[config.mk]
export PLATFORM = sky130hd
export DESIGN_NAME = adxl_spi_sequencer
export DESIGN_NICKNAME = d
export VERILOG_FILES = /design/src/rtl/adxl_spi_sequencer.sv
export SDC_FILE = /design/constraint.sdc
export NUM_CORES = 1
export LEC_CHECK = 0
export CORE_ASPECT_RATIO = 2
export CORE_MARGIN = 3
export CORE_UTILIZATION = 45
export DETAILED_ROUTE_END_ITERATION = 12
export GPL_ROUTABILITY_DRIVEN = 0
export PLACE_DENSITY = 0.64
export REMOVE_ABC_BUFFERS = 1
export SLEW_MARGIN = 20
export SYNTH_ARGS = -nofsm -noshare
export SYNTH_HDL_FRONTEND = slang
export SYNTH_SLANG_ARGS = --single-unit
[constraint.sdc]
create_clock -name clk_i -period 6.05 [get_ports clk_i]
set_input_delay 1.21 -clock clk_i [delete_from_list [all_inputs] [get_ports clk_i]]
set_output_delay 1.21 -clock clk_i [all_outputs]
set_load 0.02 [all_outputs]
[src/rtl/adxl_spi_sequencer.sv]
// adxl_spi_sequencer: drives the spi_master transaction port to bring up an
// ADXL345 with a fixed three-write init table, then reads DATAX0..DATAZ1 in
// periodic six-byte bursts and publishes the assembled X/Y/Z samples.
module adxl_spi_sequencer #(
    parameter int REG_W       = 8,
    parameter int SAMPLE_DIV  = 50000,
    parameter int ACK_TIMEOUT = 64,
    parameter int GAP_CYC     = 4
) (
    input  logic             clk_i,
    input  logic             rst_i,
    input  logic             enable_i,
    output logic             spi_request_o,
    output logic             spi_r_w_o,
    output logic [5:0]       spi_addr_o,
    output logic [REG_W-1:0] spi_data_w_o,
    input  logic             spi_ack_i,
    input  logic [REG_W-1:0] spi_data_r_i,
    output logic [15:0]      x_o,
    output logic [15:0]      y_o,
    output logic [15:0]      z_o,
    output logic             sample_valid_o,
    output logic             init_done_o,
    output logic             overrun_o,
    output logic             err_o
);

    localparam int DIV_W = $clog2(SAMPLE_DIV);
    localparam int TO_W  = $clog2(ACK_TIMEOUT);
    localparam int GAP_W = $clog2(GAP_CYC);
    localparam logic [DIV_W-1:0] DIV_LAST = DIV_W'(SAMPLE_DIV - 1);
    localparam logic [TO_W-1:0]  TO_LAST  = TO_W'(ACK_TIMEOUT - 1);
    localparam logic [GAP_W-1:0] GAP_LAST = GAP_W'(GAP_CYC - 1);

    // ERR_GAP is the low period after an ack timeout, before re-init or idle.
    typedef enum logic [2:0] {
        S_IDLE, S_INIT_REQ, S_INIT_GAP, S_WAIT,
        S_RD_REQ, S_RD_GAP, S_PUBLISH, S_ERR_GAP
    } state_t;

    state_t            state, state_n;
    logic [2:0]        idx, idx_n;
    logic [DIV_W-1:0]  div_cnt;
    logic [TO_W-1:0]   to_cnt;
    logic [GAP_W-1:0]  gap_cnt;
    logic [REG_W-1:0]  rd_buf [0:5];
    logic              tick, gap_last, to_last, timeout_hit;
    logic              in_req, in_gap;
    logic              fld_r_w;
    logic [5:0]        fld_addr;
    logic [REG_W-1:0]  fld_data;

    assign tick     = init_done_o && (div_cnt == DIV_LAST);
    assign gap_last = (gap_cnt == GAP_LAST);
    assign to_last  = (to_cnt == TO_LAST);
    assign in_req   = (state == S_INIT_REQ) || (state == S_RD_REQ);
    assign in_gap   = (state == S_INIT_GAP) || (state == S_RD_GAP) || (state == S_ERR_GAP);

    // Next-state logic; an ack wins over a timeout landing in the same cycle.
    always_comb begin
        state_n     = state;
        idx_n       = idx;
        timeout_hit = 1'b0;
        case (state)
            S_IDLE: begin
                if (enable_i) begin
                    state_n = S_INIT_REQ;
                    idx_n   = 3'd0;
                end
            end
            S_INIT_REQ, S_RD_REQ: begin
                if (spi_ack_i) begin
                    state_n = (state == S_INIT_REQ) ? S_INIT_GAP : S_RD_GAP;
                end else if (to_last) begin
                    state_n     = S_ERR_GAP;
                    timeout_hit = 1'b1;
                end
            end
            S_INIT_GAP: begin
                if (gap_last) begin
                    if (!enable_i) begin
                        state_n = S_IDLE;
                    end else if (idx == 3'd2) begin
                        state_n = S_WAIT;
                    end else begin
                        state_n = S_INIT_REQ;
                        idx_n   = idx + 3'd1;
                    end
                end
            end
            S_WAIT: begin
                if (!enable_i) begin
                    state_n = S_IDLE;
                end else if (tick) begin
                    state_n = S_RD_REQ;
                    idx_n   = 3'd0;
                end
            end
            S_RD_GAP: begin
                if (gap_last) begin
                    if (!enable_i) begin
                        state_n = S_IDLE;
                    end else if (idx == 3'd5) begin
                        state_n = S_PUBLISH;
                    end else begin
                        state_n = S_RD_REQ;
                        idx_n   = idx + 3'd1;
                    end
                end
            end
            S_PUBLISH: state_n = S_WAIT;
            S_ERR_GAP: begin
                if (gap_last) begin
                    if (enable_i) begin
                        state_n = S_INIT_REQ;
                        idx_n   = 3'd0;
                    end else begin
                        state_n = S_IDLE;
                    end
                end
            end
            default: state_n = S_IDLE;
        endcase
    end

    // Transaction fields for the request about to be issued (init table or burst address).
    always_comb begin
        fld_r_w  = 1'b0;
        fld_addr = 6'h00;
        fld_data = '0;
        if (state_n == S_RD_REQ) begin
            fld_r_w  = 1'b1;
            fld_addr = 6'h32 + {3'b000, idx_n};
        end else begin
            case (idx_n)
                3'd0: begin fld_addr = 6'h31; fld_data = REG_W'(8'h4B); end
                3'd1: begin fld_addr = 6'h2C; fld_data = REG_W'(8'h0A); end
                3'd2: begin fld_addr = 6'h2D; fld_data = REG_W'(8'h08); end
                default: begin fld_addr = 6'h00; fld_data = '0; end
            endcase
        end
    end

    // State, counters, handshake registers, byte capture and sample publish.
    always_ff @(posedge clk_i) begin
        if (rst_i) begin
            state          <= S_IDLE;
            idx            <= 3'd0;
            div_cnt        <= '0;
            to_cnt         <= '0;
            gap_cnt        <= '0;
            spi_request_o  <= 1'b0;
            spi_r_w_o      <= 1'b0;
            spi_addr_o     <= 6'h00;
            spi_data_w_o   <= '0;
            x_o            <= 16'h0000;
            y_o            <= 16'h0000;
            z_o            <= 16'h0000;
            sample_valid_o <= 1'b0;
            init_done_o    <= 1'b0;
            overrun_o      <= 1'b0;
            err_o          <= 1'b0;
            for (int i = 0; i < 6; i++) rd_buf[i] <= '0;
        end else begin
            state   <= state_n;
            idx     <= idx_n;
            gap_cnt <= (in_gap && state_n == state) ? gap_cnt + 1'b1 : '0;
            to_cnt  <= (in_req && state_n == state) ? to_cnt + 1'b1 : '0;

            if (!init_done_o || tick) div_cnt <= '0;
            else                      div_cnt <= div_cnt + 1'b1;

            spi_request_o <= (state_n == S_INIT_REQ) || (state_n == S_RD_REQ);
            if ((state_n == S_INIT_REQ) || (state_n == S_RD_REQ)) begin
                spi_r_w_o    <= fld_r_w;
                spi_addr_o   <= fld_addr;
                spi_data_w_o <= fld_data;
            end

            if (state == S_RD_REQ && spi_ack_i) rd_buf[idx] <= spi_data_r_i;

            sample_valid_o <= (state_n == S_PUBLISH);
            if (state_n == S_PUBLISH) begin
                x_o <= {rd_buf[1], rd_buf[0]};
                y_o <= {rd_buf[3], rd_buf[2]};
                z_o <= {rd_buf[5], rd_buf[4]};
            end

            init_done_o <= (state_n == S_WAIT) || (state_n == S_RD_REQ) ||
                           (state_n == S_RD_GAP) || (state_n == S_PUBLISH);
            if (timeout_hit)              err_o     <= 1'b1;
            if (tick && state != S_WAIT)  overrun_o <= 1'b1;
        end
    end

endmodule

### Yosys cells after proc, flatten, opt, wreduce, memory -nomap -nowiden

Memory sizes are Yosys's and may differ from the RTL's. A register that Yosys moved wholly into a read port is not among the register bits.
Cells that the tools add are included.

* bits in registers: 50
* RAM bits: 48
* bits of input ports: 12
* output and inout bits: 68
* word-level logic and storage cells: 105
* memories kept: 1

* add/sub/neg operators: 5
* equality and inequality tests: 21
* muxes and demuxes: 42
* bitwise gates (word level): 2
* reduce and logical (&&, ||, !) cells: 21

Memory list
* rd_buf: depth 6, width 8, rd ports 6, clocked after Yosys merged registers in 6, write ports 6, line 46 `logic [REG_W-1:0] rd_buf [0:5];`

Operators by type and width (count)
* $mux 3: 21
* $eq 3x3->1 const B: 8
* $pmux 3 s7: 1
* $pmux 7 s3: 1
* $pmux 6 s3: 1
* $add 16x1->16 const B: 1
* $eq 16x16->1 const B: 1
* $eq 3x2->1 const B: 5
* $pmux 3 s5: 1
* $mux 1: 11
* $eq 3x1->1 const B: 3
* $logic_or 1x1->1: 8
* $mux 8: 1
* $reduce_or 2->1: 4
* $reduce_or 8->1: 1
* $mux 7: 1
* $add 5x4->6 const A: 1
* $add 6x1->6 const B: 1
* $eq 6x6->1 const B: 1
* $logic_not 3->1: 2
* $mux 2: 3
* $mux 6: 1
* $logic_and 1x1->1: 5
* $add 3x1->3 const B: 1
* other kinds (6): 7

### Longest topological paths before layout

Gate-level depths: netlist of run 1.

* word-level depth: 9
* gate-level depth with buffers: 11
* gate-level depth less buffers: 9

### Least setup slack after synthesis of run 1

Ideal clock, no wire load.

* path kind: input to register
* from: input port enable_i
* to: register spi_addr_o[3]
* setup time: 74 ps
* data arrival time: 2808 ps
* required time: 5976 ps
* slack: 3168 ps
* stages: 9
* cell sequence: clkbuf_1 > a21boi_0 > o221ai_1 > a32o_1 > a21oi_1 > nand2b_4 > buf_6 > or3_1 > a31oi_1

* cells in the longest elaborated chain, start to end: 6

Ends and longest elaborated chain
* start: declaration: line 12 `input logic enable_i,`
* branches (longest 6 deep; another with $add 5x4->6)
* end signal: assignment: line 176 `spi_addr_o <= fld_addr;`
* end: declaration: line 15 `output logic [5:0] spi_addr_o,`

Parallel ways; which one is timed is not known.
A chain may end at the register's enable or synchronous reset.

==> run_summary.xml, run 1 <==
<?xml version="1.0" encoding="UTF-8"?>
<metrics>
  <group name="floorplan">
    <metric name="start_util" unit="">0.467</metric>
    <metric name="floorplan.io_pins" unit="">80</metric>
    <metric name="die_height" unit="um">166</metric>
    <metric name="std_cell_rows" unit="">57</metric>
    <metric name="fp.dieW" unit="um">85.8</metric>
    <metric name="placeableCoreArea" unit="mm^2">0.0123</metric>
    <metric name="die_area" unit="mm^2">0.0142</metric>
  </group>
  <group name="clock_tree">
    <metric name="hold_buffers" unit="">0</metric>
    <metric name="htree_num_levels" unit="">4</metric>
    <metric name="cts.sinks" unit="">141</metric>
    <metric name="cts.root.buffer_cell" unit="">clkbuf_16</metric>
    <metric name="numCtsBuffers" unit="">17</metric>
    <metric name="cts.reportedPaths.clkPinSlew" unit="ps">60</metric>
    <metric name="insertion_delay" unit="ps">410</metric>
    <metric name="tritoncts" unit="">built</metric>
    <metric name="post_cts_buffers" unit="">0</metric>
    <metric name="clock_path_buffers" unit="">2</metric>
    <metric name="number_of_gates_given_a_new_drive_strength_after_cts" unit="">0</metric>
  </group>
  <group name="timing">
    <metric name="final.setup.worst_slack" unit="ps">2440</metric>
    <metric name="hold_viol" unit="">0</metric>
    <metric name="rsz0062_at_grt" unit="">false</metric>
    <metric name="period_minus_slack" unit="ps">3610</metric>
    <metric name="fin_skew" unit="ps">7.38</metric>
    <metric name="setup_total_negative_slack" unit="ps">0</metric>
    <metric name="setup_viol" unit="">0</metric>
    <metric name="maxClockFrequency" unit="MHz">277</metric>
    <metric name="relSlewSlack" unit="">0.475</metric>
    <metric name="timing_worst_slew_pin_value" unit="ps">787</metric>
    <metric name="final-max-slew-violation-count" unit="">0</metric>
    <metric name="timing.final.crit_share" unit="">0.597</metric>
  </group>
  <group name="logic_synthesis">
    <metric name="synth_area_leaders" unit="">dfxtp_1, edfxtp_1, nand2_1, a21oi_1, nor2_1</metric>
    <metric name="synthArstFlopShare" unit="">0</metric>
    <metric name="postSynthCellCount" unit="">617</metric>
    <metric name="dominantRegCellSynth" unit="">dfxtp_1</metric>
    <metric name="yosysTopAreaCell" unit="">dfxtp_1</metric>
    <metric name="synth.distinct_cells" unit="">59</metric>
    <metric name="synth_area" unit="mm^2">0.00572</metric>
    <metric name="synthTopCellsByCount" unit="">nand2_1, dfxtp_1, nor2_1, a21oi_1, edfxtp_1</metric>
    <metric name="synth_seq_cells" unit="">141</metric>
    <metric name="synth_sequential_area_ratio" unit="">0.577</metric>
    <metric name="synth_warnings" unit="">0</metric>
    <metric name="area_fraction_of_the_dominant_cell_type_after_synthesis" unit="">0.325</metric>
    <metric name="most_common_cell_in_the_netlist" unit="">nand2_1</metric>
    <metric name="syn-mean-instance-area" unit="um^2">9.28</metric>
    <metric name="synth_edf_count" unit="">48</metric>
  </group>
  <group name="routing">
    <metric name="route.detailed.vias_per_inst" unit="">5.27</metric>
    <metric name="drc" unit="">0</metric>
    <metric name="firstDrtPassIters" unit="">5</metric>
    <metric name="drt-initial-drc-count" unit="">222</metric>
    <metric name="wire_per_inst" unit="um">14.9</metric>
    <metric name="drtAntennaViolNets" unit="">0</metric>
    <metric name="num_vias" unit="">4408</metric>
    <metric name="detail_route.wirelength" unit="um">12500</metric>
  </group>
  <group name="layout">
    <metric name="insertedDiodeCount" unit="">0</metric>
    <metric name="ratio_of_cells_with_drive_above_1_in_the_final_layout" unit="">0.0667</metric>
    <metric name="nets" unit="">695</metric>
    <metric name="synthToLayoutAreaGrowth" unit="%">24.1</metric>
    <metric name="fillCellCount" unit="">1096</metric>
  </group>
  <group name="setup_path">
    <metric name="crit_type" unit="">in -&gt; reg</metric>
    <metric name="cp_cell_sequence" unit="">clkdlybuf4s50_1 -&gt; nor3b_1 -&gt; nor2b_1 -&gt; nand4_1 -&gt; nand2b_1</metric>
    <metric name="critPathMaxStageDelay" unit="ps">600</metric>
    <metric name="critPathMaxFanout" unit="">11</metric>
    <metric name="critPathBufInv" unit="">1</metric>
    <metric name="worstPathArrival" unit="ps">3680</metric>
    <metric name="cpMaxStageDelayCell" unit="">nor2b_1</metric>
    <metric name="required" unit="ps">6120</metric>
    <metric name="critPathLaunchType" unit="">primary input</metric>
    <metric name="worstSetupEndpointType" unit="">register</metric>
    <metric name="cp_top_family" unit="">simple AND/OR/NAND/NOR gates</metric>
  </group>
  <group name="worst_hold_path">
    <metric name="hold_path.class" unit="">reg -&gt; reg</metric>
  </group>
  <group name="place">
    <metric name="number_of_buffers_added_on_ports" unit="">75</metric>
    <metric name="hpwl_reported_at_the_end_of_detailed_placement" unit="um">8940</metric>
    <metric name="detailedPlace.worstSlack" unit="ps">2020</metric>
  </group>
  <group name="global_routing">
    <metric name="grt_start_max_net_pins" unit="">81</metric>
    <metric name="antenna_found_initial" unit="">0</metric>
    <metric name="grt_pass1_vias" unit="">4306</metric>
    <metric name="groute.usage.overall" unit="">0.184</metric>
    <metric name="remaining_overflow_grt" unit="">0</metric>
    <metric name="grt_first_pass_wirelength" unit="um">20500</metric>
  </group>
  <group name="pwr">
    <metric name="power.density_cell_area" unit="mW/mm^2">305</metric>
    <metric name="vdd.ir_drop.worst" unit="uV">223</metric>
    <metric name="p_leak" unit="nW">2.45</metric>
  </group>
  <group name="run_status">
    <metric name="status" unit="">completed</metric>
  </group>
  <group name="run">
    <metric name="timing.max_cap.violations" unit="">0</metric>
  </group>
</metrics>
worst reg2reg max path, stage by stage (launching register included):
cell and delay, ps:
dfxtp_1 600, nand2b_1 230, nor3b_1 440, nor2b_1 600
nand4_1 420, nand2b_1 440
flip-flops by register name, summed over array words and instances (netlist names), 2 cells and up:
name,cells
div_cnt,16
gap_cnt,2
z_o,16
rd_buf,48
idx,3
y_o,16
spi_addr_o,6
spi_data_w_o,3
to_cnt,6
state,3
x_o,16
layout make-up:
class                   count  area [um^2]  share of cell area
clock inverters            12          121              0.0171
repair buffers             78          768               0.108
flip-flops and latches    141         3300               0.465
inverters                  19         71.3              0.0100
clock buffers              20          468              0.0659
well taps                 147          184              0.0259
multi-input cells         420         2190               0.308
cells by family after synthesis:
group | Yosys count | synth area share
AND/OR/NAND/NOR | 288 | 0.232
flip-flops | 141 | 0.577
AO/OA/AOI/OAI | 103 | 0.104
buffers and inverters | 59 | 0.0435
XOR/XNOR | 18 | 0.0275
adder cells (fa/ha/maj) | 6 | 0.0131
other | 1 | 0.000655
multiplexers | 1 | 0.00197
through the flow:
step	instances	area (um^2)	utilization	total power, mW	hold WS (ps)
finish	837	7100	0.579	2.16	421
global route	837	7100	0.579	2.23	445
CTS	837	7100	0.579	2.19	427
detailed placement	805	6520	0.531	1.16	419
global placement	805	6520	0.531	1.16	409
floorplan	580	5560	-	1.11	399
placed cells by master, fill, tap and decap left out, drive strengths merged, types with 5 or more instances in the layout:
| master | Yosys | routed |
|---|---|---|
| clkdlybuf4s50 | 0 | 74 |
| nor2b | 5 | 5 |
| inv | 18 | 25 |
| a21oi | 69 | 69 |
| nor2 | 73 | 73 |
| clkinv | 1 | 5 |
| xor2 | 12 | 12 |
| dfxtp | 93 | 93 |
| nand4 | 8 | 8 |
| xnor2 | 6 | 6 |
| clkbuf | 32 | 20 |
| nand3 | 18 | 18 |
| nand2b | 10 | 10 |
| nor4 | 6 | 6 |
| edfxtp | 48 | 48 |
| nor3 | 5 | 5 |
| and3 | 6 | 6 |
| ha | 6 | 6 |
| or3 | 7 | 7 |
| nand2 | 128 | 128 |
| o21ai | 9 | 9 |
report_power, final:
group	internal [mW]	leakage [nW]	switching [mW]
Clock	0.611	0.292	0.412
Combinational	0.0494	0.943	0.0717
Sequential	1.01	1.22	0.0159
Total	1.67	2.45	0.500
worst paths after layout:
| path | startpoint | depth (start not counted) | to | slack, ps |
|---|---|---|---|---|
| max | spi_ack_i | 5 | rd_buf[2][6] | 2440 |
| min | gap_cnt[0] | 1 | gap_cnt[0] | 420 |
| max reg2reg | state[2] | 5 | rd_buf[2][6] | 2980 |
| min reg2reg | gap_cnt[0] | 1 | gap_cnt[0] | 420 |
per-layer routing:
metal / wire, um / global-route usage / vias up
met5: 0 / 0 / -
met4: 321 / 0.0879 / 0
met3: 477 / 0.0407 / 24
met2: 7050 / 0.346 / 88
met1: 4660 / 0.189 / 2086
li1: - / - / 2210
Note: power is estimated with default switching activity, not from simulation.
==> run 2: changes to the inputs <==
--- a/config.mk
+++ b/config.mk
@@ -10,7 +10,7 @@
 export CORE_UTILIZATION = 45
 export DETAILED_ROUTE_END_ITERATION = 12
 export GPL_ROUTABILITY_DRIVEN = 0
-export PLACE_DENSITY = 0.64
+export PLACE_DENSITY = 0.66
 export REMOVE_ABC_BUFFERS = 1
 export SLEW_MARGIN = 20
 export SYNTH_ARGS = -nofsm -noshare
==> constraint.sdc (replaced) <==
create_clock -name clk_i -period 2.95 [get_ports clk_i]
set_input_delay 0.59 -clock clk_i [delete_from_list [all_inputs] [get_ports clk_i]]
set_output_delay 0.59 -clock clk_i [all_outputs]
set_load 0.02 [all_outputs]
==> run 2 against run 1 <==
  * Sequential cell count unchanged
  * Non-clock buffer count increased by 10
  * Core utilization increased by 1.0 points
  * Cell area increased by 1.8%
  * Critical path depth increased by 2
  * Die area unchanged
  * Cell count increased by 1.2%
  * Count of clock-buffer cells in the layout decreased by 3
  * First-iteration DRC count increased by 17%
==> run_summary.xml, run 2 (synthesized netlist as in run 1, its figures left out) <==
<?xml version="1.0" encoding="UTF-8"?>
<metrics>
  <group name="timing">
    <metric name="timing.final.crit_share" unit="">0.962</metric>
    <metric name="relSlewSlack" unit="">0.594</metric>
    <metric name="period_minus_slack" unit="ps">2840</metric>
    <metric name="maxClockFrequency" unit="MHz">352</metric>
    <metric name="hold_viol" unit="">0</metric>
    <metric name="worst_hold_slack" unit="ps">420</metric>
    <metric name="final.setup.worst_slack" unit="ps">111</metric>
    <metric name="final-max-slew-violation-count" unit="">0</metric>
    <metric name="setup_viol" unit="">0</metric>
    <metric name="fin_skew" unit="ps">10.2</metric>
    <metric name="setup_total_negative_slack" unit="ps">0</metric>
    <metric name="timing_worst_slew_pin_value" unit="ps">606</metric>
  </group>
  <group name="setup_path">
    <metric name="crit_type" unit="">reg -&gt; reg</metric>
    <metric name="cp_top_family" unit="">simple AND/OR/NAND/NOR gates</metric>
    <metric name="cpMaxStageDelayCell" unit="">or4b_4</metric>
    <metric name="critPathLaunchType" unit="">register</metric>
    <metric name="worstPathArrival" unit="ps">3160</metric>
    <metric name="worstSetupEndpointType" unit="">register</metric>
    <metric name="critPathMaxFanout" unit="">6</metric>
    <metric name="critPathMaxStageDelay" unit="ps">560</metric>
    <metric name="critPathBufInv" unit="">0</metric>
    <metric name="cp_cell_sequence" unit="">or4b_4 -&gt; or4_4 -&gt; a211oi_4 -&gt; nand3_2 -&gt; or3_4 -&gt; a31o_1 -&gt; a41oi_1</metric>
    <metric name="required" unit="ps">3280</metric>
  </group>
  <group name="pwr">
    <metric name="vdd.ir_drop.worst" unit="uV">447</metric>
    <metric name="total_power" unit="mW">4.51</metric>
    <metric name="power.density_cell_area" unit="mW/mm^2">623</metric>
    <metric name="p_leak" unit="nW">2.51</metric>
  </group>
  <group name="global_routing">
    <metric name="groute.usage.overall" unit="">0.182</metric>
    <metric name="antenna_found_initial" unit="">0</metric>
    <metric name="grt_start_max_net_pins" unit="">50</metric>
    <metric name="remaining_overflow_grt" unit="">0</metric>
    <metric name="grt_pass1_vias" unit="">4354</metric>
    <metric name="grt_first_pass_wirelength" unit="um">20200</metric>
  </group>
  <group name="clock_tree">
    <metric name="clock_path_buffers" unit="">2</metric>
    <metric name="hold_buffers" unit="">0</metric>
    <metric name="number_of_gates_given_a_new_drive_strength_after_cts" unit="">0</metric>
    <metric name="cts.root.buffer_cell" unit="">clkbuf_16</metric>
    <metric name="cts.reportedPaths.clkPinSlew" unit="ps">60</metric>
    <metric name="htree_num_levels" unit="">4</metric>
    <metric name="tritoncts" unit="">built</metric>
    <metric name="cts.sinks" unit="">141</metric>
    <metric name="post_cts_buffers" unit="">0</metric>
    <metric name="numCtsBuffers" unit="">17</metric>
    <metric name="insertion_delay" unit="ps">410</metric>
  </group>
  <group name="layout">
    <metric name="nets" unit="">705</metric>
    <metric name="ratio_of_cells_with_drive_above_1_in_the_final_layout" unit="">0.0843</metric>
    <metric name="commonest_non_fill_non_tap_cells_in_the_layout" unit="">nand2_1, dfxtp_1, clkdlybuf4s50_1</metric>
    <metric name="largest_reg_flops" unit="">48</metric>
    <metric name="final_common_cell" unit="">nand2_1</metric>
    <metric name="synthToLayoutAreaGrowth" unit="%">26.3</metric>
    <metric name="insertedDiodeCount" unit="">0</metric>
    <metric name="max_flop_register" unit="">rd_buf</metric>
    <metric name="fillCellCount" unit="">1057</metric>
  </group>
  <group name="place">
    <metric name="number_of_buffers_added_on_ports" unit="">75</metric>
    <metric name="hpwl_reported_at_the_end_of_detailed_placement" unit="um">9010</metric>
    <metric name="detailedPlace.worstSlack" unit="ps">-67.2</metric>
  </group>
  <group name="floorplan">
    <metric name="floorplan.io_pins" unit="">80</metric>
    <metric name="fp.dieW" unit="um">85.8</metric>
    <metric name="start_util" unit="">0.467</metric>
    <metric name="std_cell_rows" unit="">57</metric>
    <metric name="placeableCoreArea" unit="mm^2">0.0123</metric>
    <metric name="die_height" unit="um">166</metric>
    <metric name="die_area" unit="mm^2">0.0142</metric>
  </group>
  <group name="routing">
    <metric name="wire_per_inst" unit="um">14.7</metric>
    <metric name="drtAntennaViolNets" unit="">0</metric>
    <metric name="route.detailed.vias_per_inst" unit="">5.27</metric>
    <metric name="met3RoutedLength" unit="um">510</metric>
    <metric name="num_vias" unit="">4463</metric>
    <metric name="drc" unit="">0</metric>
    <metric name="highest_layer" unit="">met4</metric>
    <metric name="detail_route.wirelength" unit="um">12400</metric>
    <metric name="met2_length" unit="um">6850</metric>
    <metric name="firstDrtPassIters" unit="">4</metric>
    <metric name="met1_layer_wirelength_in_the_final_routing" unit="um">4730</metric>
    <metric name="drt-initial-drc-count" unit="">260</metric>
  </group>
  <group name="run_status">
    <metric name="status" unit="">completed</metric>
  </group>
  <group name="run">
    <metric name="timing.max_cap.violations" unit="">0</metric>
  </group>
  <group name="worst_hold_path">
    <metric name="hold_path.class" unit="">reg -&gt; reg</metric>
  </group>
</metrics>
[run 2: worst paths after layout]
| kind | start | to | slack (ps) | depth (start not counted) |
|---|---|---|---|---|
| hold / removal | gap_cnt[0] | gap_cnt[0] | 420 | 1 |
| setup / recovery | div_cnt[11] | spi_addr_o[2] | 110 | 7 |
| hold reg to reg | gap_cnt[0] | gap_cnt[0] | 420 | 1 |
| setup reg to reg | div_cnt[11] | spi_addr_o[2] | 110 | 7 |
[run 2: power breakdown]
group | switching [mW] | internal (mW) | leakage (nW)
combinational | 0.154 | 0.112 | 0.998
clock | 0.870 | 1.28 | 0.299
sequential | 0.0309 | 2.06 | 1.22
total | 1.06 | 3.45 | 2.51
[run 2: through the flow]
| step | cell area, um^2 | util | cells |
|---|---|---|---|
| final | 7230 | 0.589 | 847 |
| after global routing | 7230 | 0.589 | 847 |
| after CTS | 7210 | 0.587 | 847 |
| after detailed placement | 6600 | 0.538 | 815 |
| after global placement | 6600 | 0.538 | 815 |
| after floorplan | 5560 | - | 580 |
[run 2: metal layers]
layer	up-vias	track usage
met4	0	0.0829
met2	112	0.343
li1	2226	-
met1	2091	0.186
met3	34	0.0422
met5	-	0
[run 2: area by class of cell]
type | instances | area, um^2 | share of cell area
well taps | 147 | 184 | 0.0254
repair buffers | 88 | 856 | 0.118
multi-input cells | 420 | 2210 | 0.306
clock buffers | 17 | 425 | 0.0588
clock inverters | 15 | 178 | 0.0246
flip-flops and latches | 141 | 3300 | 0.457
inverters | 19 | 71.3 | 0.00986
==> run 3: changes to the inputs <==
--- a/config.mk
+++ b/config.mk
@@ -7,10 +7,10 @@
 export LEC_CHECK = 0
 export CORE_ASPECT_RATIO = 2
 export CORE_MARGIN = 3
-export CORE_UTILIZATION = 45
+export CORE_UTILIZATION = 35
 export DETAILED_ROUTE_END_ITERATION = 12
 export GPL_ROUTABILITY_DRIVEN = 0
-export PLACE_DENSITY = 0.66
+export PLACE_DENSITY = 0.53
 export REMOVE_ABC_BUFFERS = 1
 export SLEW_MARGIN = 20
 export SYNTH_ARGS = -nofsm -noshare
==> run 3 against run 2 <==
  * Register-to-register slack gained 40 ps
  * Worst hold slack gained 5.5 ps
  * First-iteration DRC count shrank 33%
  * Cell count grew 6.8%
  * Sequential power is essentially flat
  * Sequential cell count is the same
  * Count of clock-buffer cells in the layout grew 3
  * Die area grew 27%
  * Critical path depth grew 1
  * Critical path type unchanged
  * Highest routed layer unchanged
  * Sequential share of layout area shrank 0.59 points
==> run_summary.xml, run 3 (synthesized netlist as in run 1, its figures left out) <==
<?xml version="1.0" encoding="UTF-8"?>
<metrics>
  <group name="run_status">
    <metric name="status" unit="">completed</metric>
  </group>
  <group name="layout">
    <metric name="largest_reg_flops" unit="">48</metric>
    <metric name="commonest_non_fill_non_tap_cells_in_the_layout" unit="">nand2_1, dfxtp_1, clkdlybuf4s50_1</metric>
    <metric name="fin_cells" unit="">905</metric>
    <metric name="fillCellCount" unit="">1592</metric>
    <metric name="multi_input_area" unit="mm^2">0.00221</metric>
    <metric name="synthToLayoutAreaGrowth" unit="%">28.0</metric>
    <metric name="insertedDiodeCount" unit="">0</metric>
    <metric name="final_common_cell" unit="">nand2_1</metric>
    <metric name="nets" unit="">709</metric>
    <metric name="max_flop_register" unit="">rd_buf</metric>
    <metric name="layout.area.seq" unit="mm^2">0.00330</metric>
    <metric name="ratio_of_cells_with_drive_above_1_in_the_final_layout" unit="">0.0881</metric>
  </group>
  <group name="run">
    <metric name="timing.max_cap.violations" unit="">0</metric>
  </group>
  <group name="setup_path">
    <metric name="critPathMaxFanout" unit="">7</metric>
    <metric name="worstPathArrival" unit="ps">3070</metric>
    <metric name="crit_start" unit="">div_cnt[11]</metric>
    <metric name="critPathLaunchType" unit="">register</metric>
    <metric name="ff2ff_path_depth" unit="">8</metric>
    <metric name="worstSetupEndpointType" unit="">register</metric>
    <metric name="r2r_slack" unit="ps">150</metric>
    <metric name="crit_type" unit="">reg -&gt; reg</metric>
    <metric name="required" unit="ps">3220</metric>
    <metric name="worst_r2r_startpoint" unit="">div_cnt[11]</metric>
    <metric name="r2r_endpoint" unit="">spi_data_w_o[0]</metric>
  </group>
  <group name="floorplan">
    <metric name="fp.dieW" unit="um">96.4</metric>
    <metric name="die_area" unit="mm^2">0.0180</metric>
    <metric name="placeableCoreArea" unit="mm^2">0.0159</metric>
    <metric name="std_cell_rows" unit="">65</metric>
    <metric name="die_height" unit="um">187</metric>
    <metric name="start_util" unit="">0.359</metric>
    <metric name="floorplan.io_pins" unit="">80</metric>
  </group>
  <group name="global_routing">
    <metric name="grt.met2_usage" unit="">0.270</metric>
    <metric name="grt_pass1_vias" unit="">4301</metric>
    <metric name="antenna_found_initial" unit="">0</metric>
    <metric name="grt_first_pass_wirelength" unit="um">21200</metric>
    <metric name="groute.usage.overall" unit="">0.151</metric>
    <metric name="met1_usage" unit="">0.164</metric>
    <metric name="grt_start_max_net_pins" unit="">54</metric>
    <metric name="top_usage_layer" unit="">met2</metric>
    <metric name="remaining_overflow_grt" unit="">0</metric>
    <metric name="met3_usage" unit="">0.0318</metric>
  </group>
  <group name="clock_tree">
    <metric name="cts.reportedPaths.clkPinSlew" unit="ps">60</metric>
    <metric name="htree_num_levels" unit="">4</metric>
    <metric name="insertion_delay" unit="ps">410</metric>
    <metric name="tritoncts" unit="">built</metric>
    <metric name="hold_buffers" unit="">0</metric>
    <metric name="numCtsBuffers" unit="">17</metric>
    <metric name="clock_path_buffers" unit="">2</metric>
    <metric name="cts.sinks" unit="">141</metric>
    <metric name="cts.root.buffer_cell" unit="">clkbuf_16</metric>
  </group>
  <group name="timing">
    <metric name="timing.final.crit_share" unit="">0.949</metric>
    <metric name="rsz0062_at_grt" unit="">false</metric>
    <metric name="setup_viol" unit="">0</metric>
    <metric name="hold_viol" unit="">0</metric>
    <metric name="final-max-slew-violation-count" unit="">0</metric>
    <metric name="final.setup.worst_slack" unit="ps">151</metric>
    <metric name="period_minus_slack" unit="ps">2800</metric>
    <metric name="relSlewSlack" unit="">0.574</metric>
    <metric name="maxClockFrequency" unit="MHz">357</metric>
    <metric name="timing_worst_slew_pin_value" unit="ps">639</metric>
    <metric name="fin_skew" unit="ps">10.2</metric>
  </group>
  <group name="worst_hold_path">
    <metric name="min-delay-start" unit="">gap_cnt[0]</metric>
    <metric name="hold_path.class" unit="">reg -&gt; reg</metric>
    <metric name="timing.hold.worst_path_depth" unit="">1</metric>
    <metric name="hold_end" unit="">gap_cnt[0]</metric>
  </group>
  <group name="place">
    <metric name="number_of_buffers_added_on_ports" unit="">75</metric>
    <metric name="dpl.cell_count" unit="">873</metric>
    <metric name="detailedPlace.worstSlack" unit="ps">45.9</metric>
    <metric name="hpwl_reported_at_the_end_of_detailed_placement" unit="um">9360</metric>
  </group>
  <group name="routing">
    <metric name="num_vias" unit="">4425</metric>
    <metric name="drt-initial-drc-count" unit="">175</metric>
    <metric name="drtAntennaViolNets" unit="">0</metric>
    <metric name="wire_per_inst" unit="um">14.4</metric>
    <metric name="drc" unit="">0</metric>
    <metric name="route.detailed.vias_per_inst" unit="">4.89</metric>
    <metric name="firstDrtPassIters" unit="">5</metric>
    <metric name="detail_route.wirelength" unit="um">13000</metric>
  </group>
  <group name="pwr">
    <metric name="p_leak" unit="nW">2.53</metric>
    <metric name="power.density_cell_area" unit="mW/mm^2">607</metric>
    <metric name="vdd.ir_drop.worst" unit="uV">395</metric>
  </group>
</metrics>
[run 3: cell types whose count changed in the layout (fill, tap and decap cells not counted)]
cell / delta
buf_12: +1
buf_4: +3
bufinv_16: -1
clkbuf_16: +2
clkbuf_8: +1
clkinv_2: +3
clkinv_4: -1
clkinv_8: -1
clkinvlp_4: +2
inv_4: +1
inv_6: -5
inv_8: -1
nor3_1: +1
nor3_2: -1
[run 3: repair_timing]
| action | 4_1_cts | 5_1_grt |
|---|---|---|
| gates resized for setup | 0 | 3 |
| buffers inserted | 0 | 0 |
| endpoints found under the hold margin | 0 | 0 |
| endpoints found under the setup margin | 0 | 7 |
[run 3: final cells by class]
type / instances / share of cell area
sequential: 141 / 0.451
multi-input combinational: 420 / 0.301
clock inverter: 12 / 0.0142
inverter: 19 / 0.00974
clock buffer: 20 / 0.0668
tap: 201 / 0.0343
timing repair buffer: 92 / 0.123
[run 3: worst max-delay path: stages (launching register included)]
cell and delay (ps):
dfxtp_1 340, or4b_4 550, or4_4 540, a211oi_4 290, nand3_2 170, or3_4 440
buf_4 170, nand3_1 80, a21oi_1 60
[run 3: through the flow]
step | hold slack (ps) | power, mW | area (um^2) | utilization | TNS, ps
final | 425 | 4.44 | 7330 | 0.460 | 0
after global routing | 460 | 4.62 | 7330 | 0.460 | 0
after CTS | 430 | 4.51 | 7310 | 0.458 | 0
after detailed placement | 416 | 2.40 | 6710 | 0.421 | 0
after global placement | 409 | 2.40 | 6710 | 0.421 | 0
after floorplan | 399 | 2.27 | 5560 | - | -24920
[run 3: how the worst max path moves through the flow]
| stage | depth (start not counted) | endpoint | slack, ps |
|---|---|---|---|
| 2_1_floorplan | 6 | x_o[0] | -520 |
| 3_3_place_gp | 5 | rd_buf[3][5] | 60 |
| 3_5_place_dp | 8 | spi_addr_o[2] | 50 |
| 4_1_cts | 8 | spi_data_w_o[0] | 50 |
| 5_1_grt | 7 | spi_addr_o[2] | 10 |
| 6_report | 8 | spi_data_w_o[0] | 150 |
[run 3: power breakdown]
group | internal (mW) | switching (mW)
Sequential | 2.06 | 0.0348
Combinational | 0.117 | 0.150
Clock | 1.28 | 0.798
[run 3: metal layers]
| layer | vias to the layer above | share of wire |
|---|---|---|
| met3 | 16 | 0.039 |
| met1 | 2076 | 0.40 |
| li1 | 2234 | - |
| met4 | 0 | 0.019 |
| met2 | 99 | 0.54 |
| met5 | - | 0 |
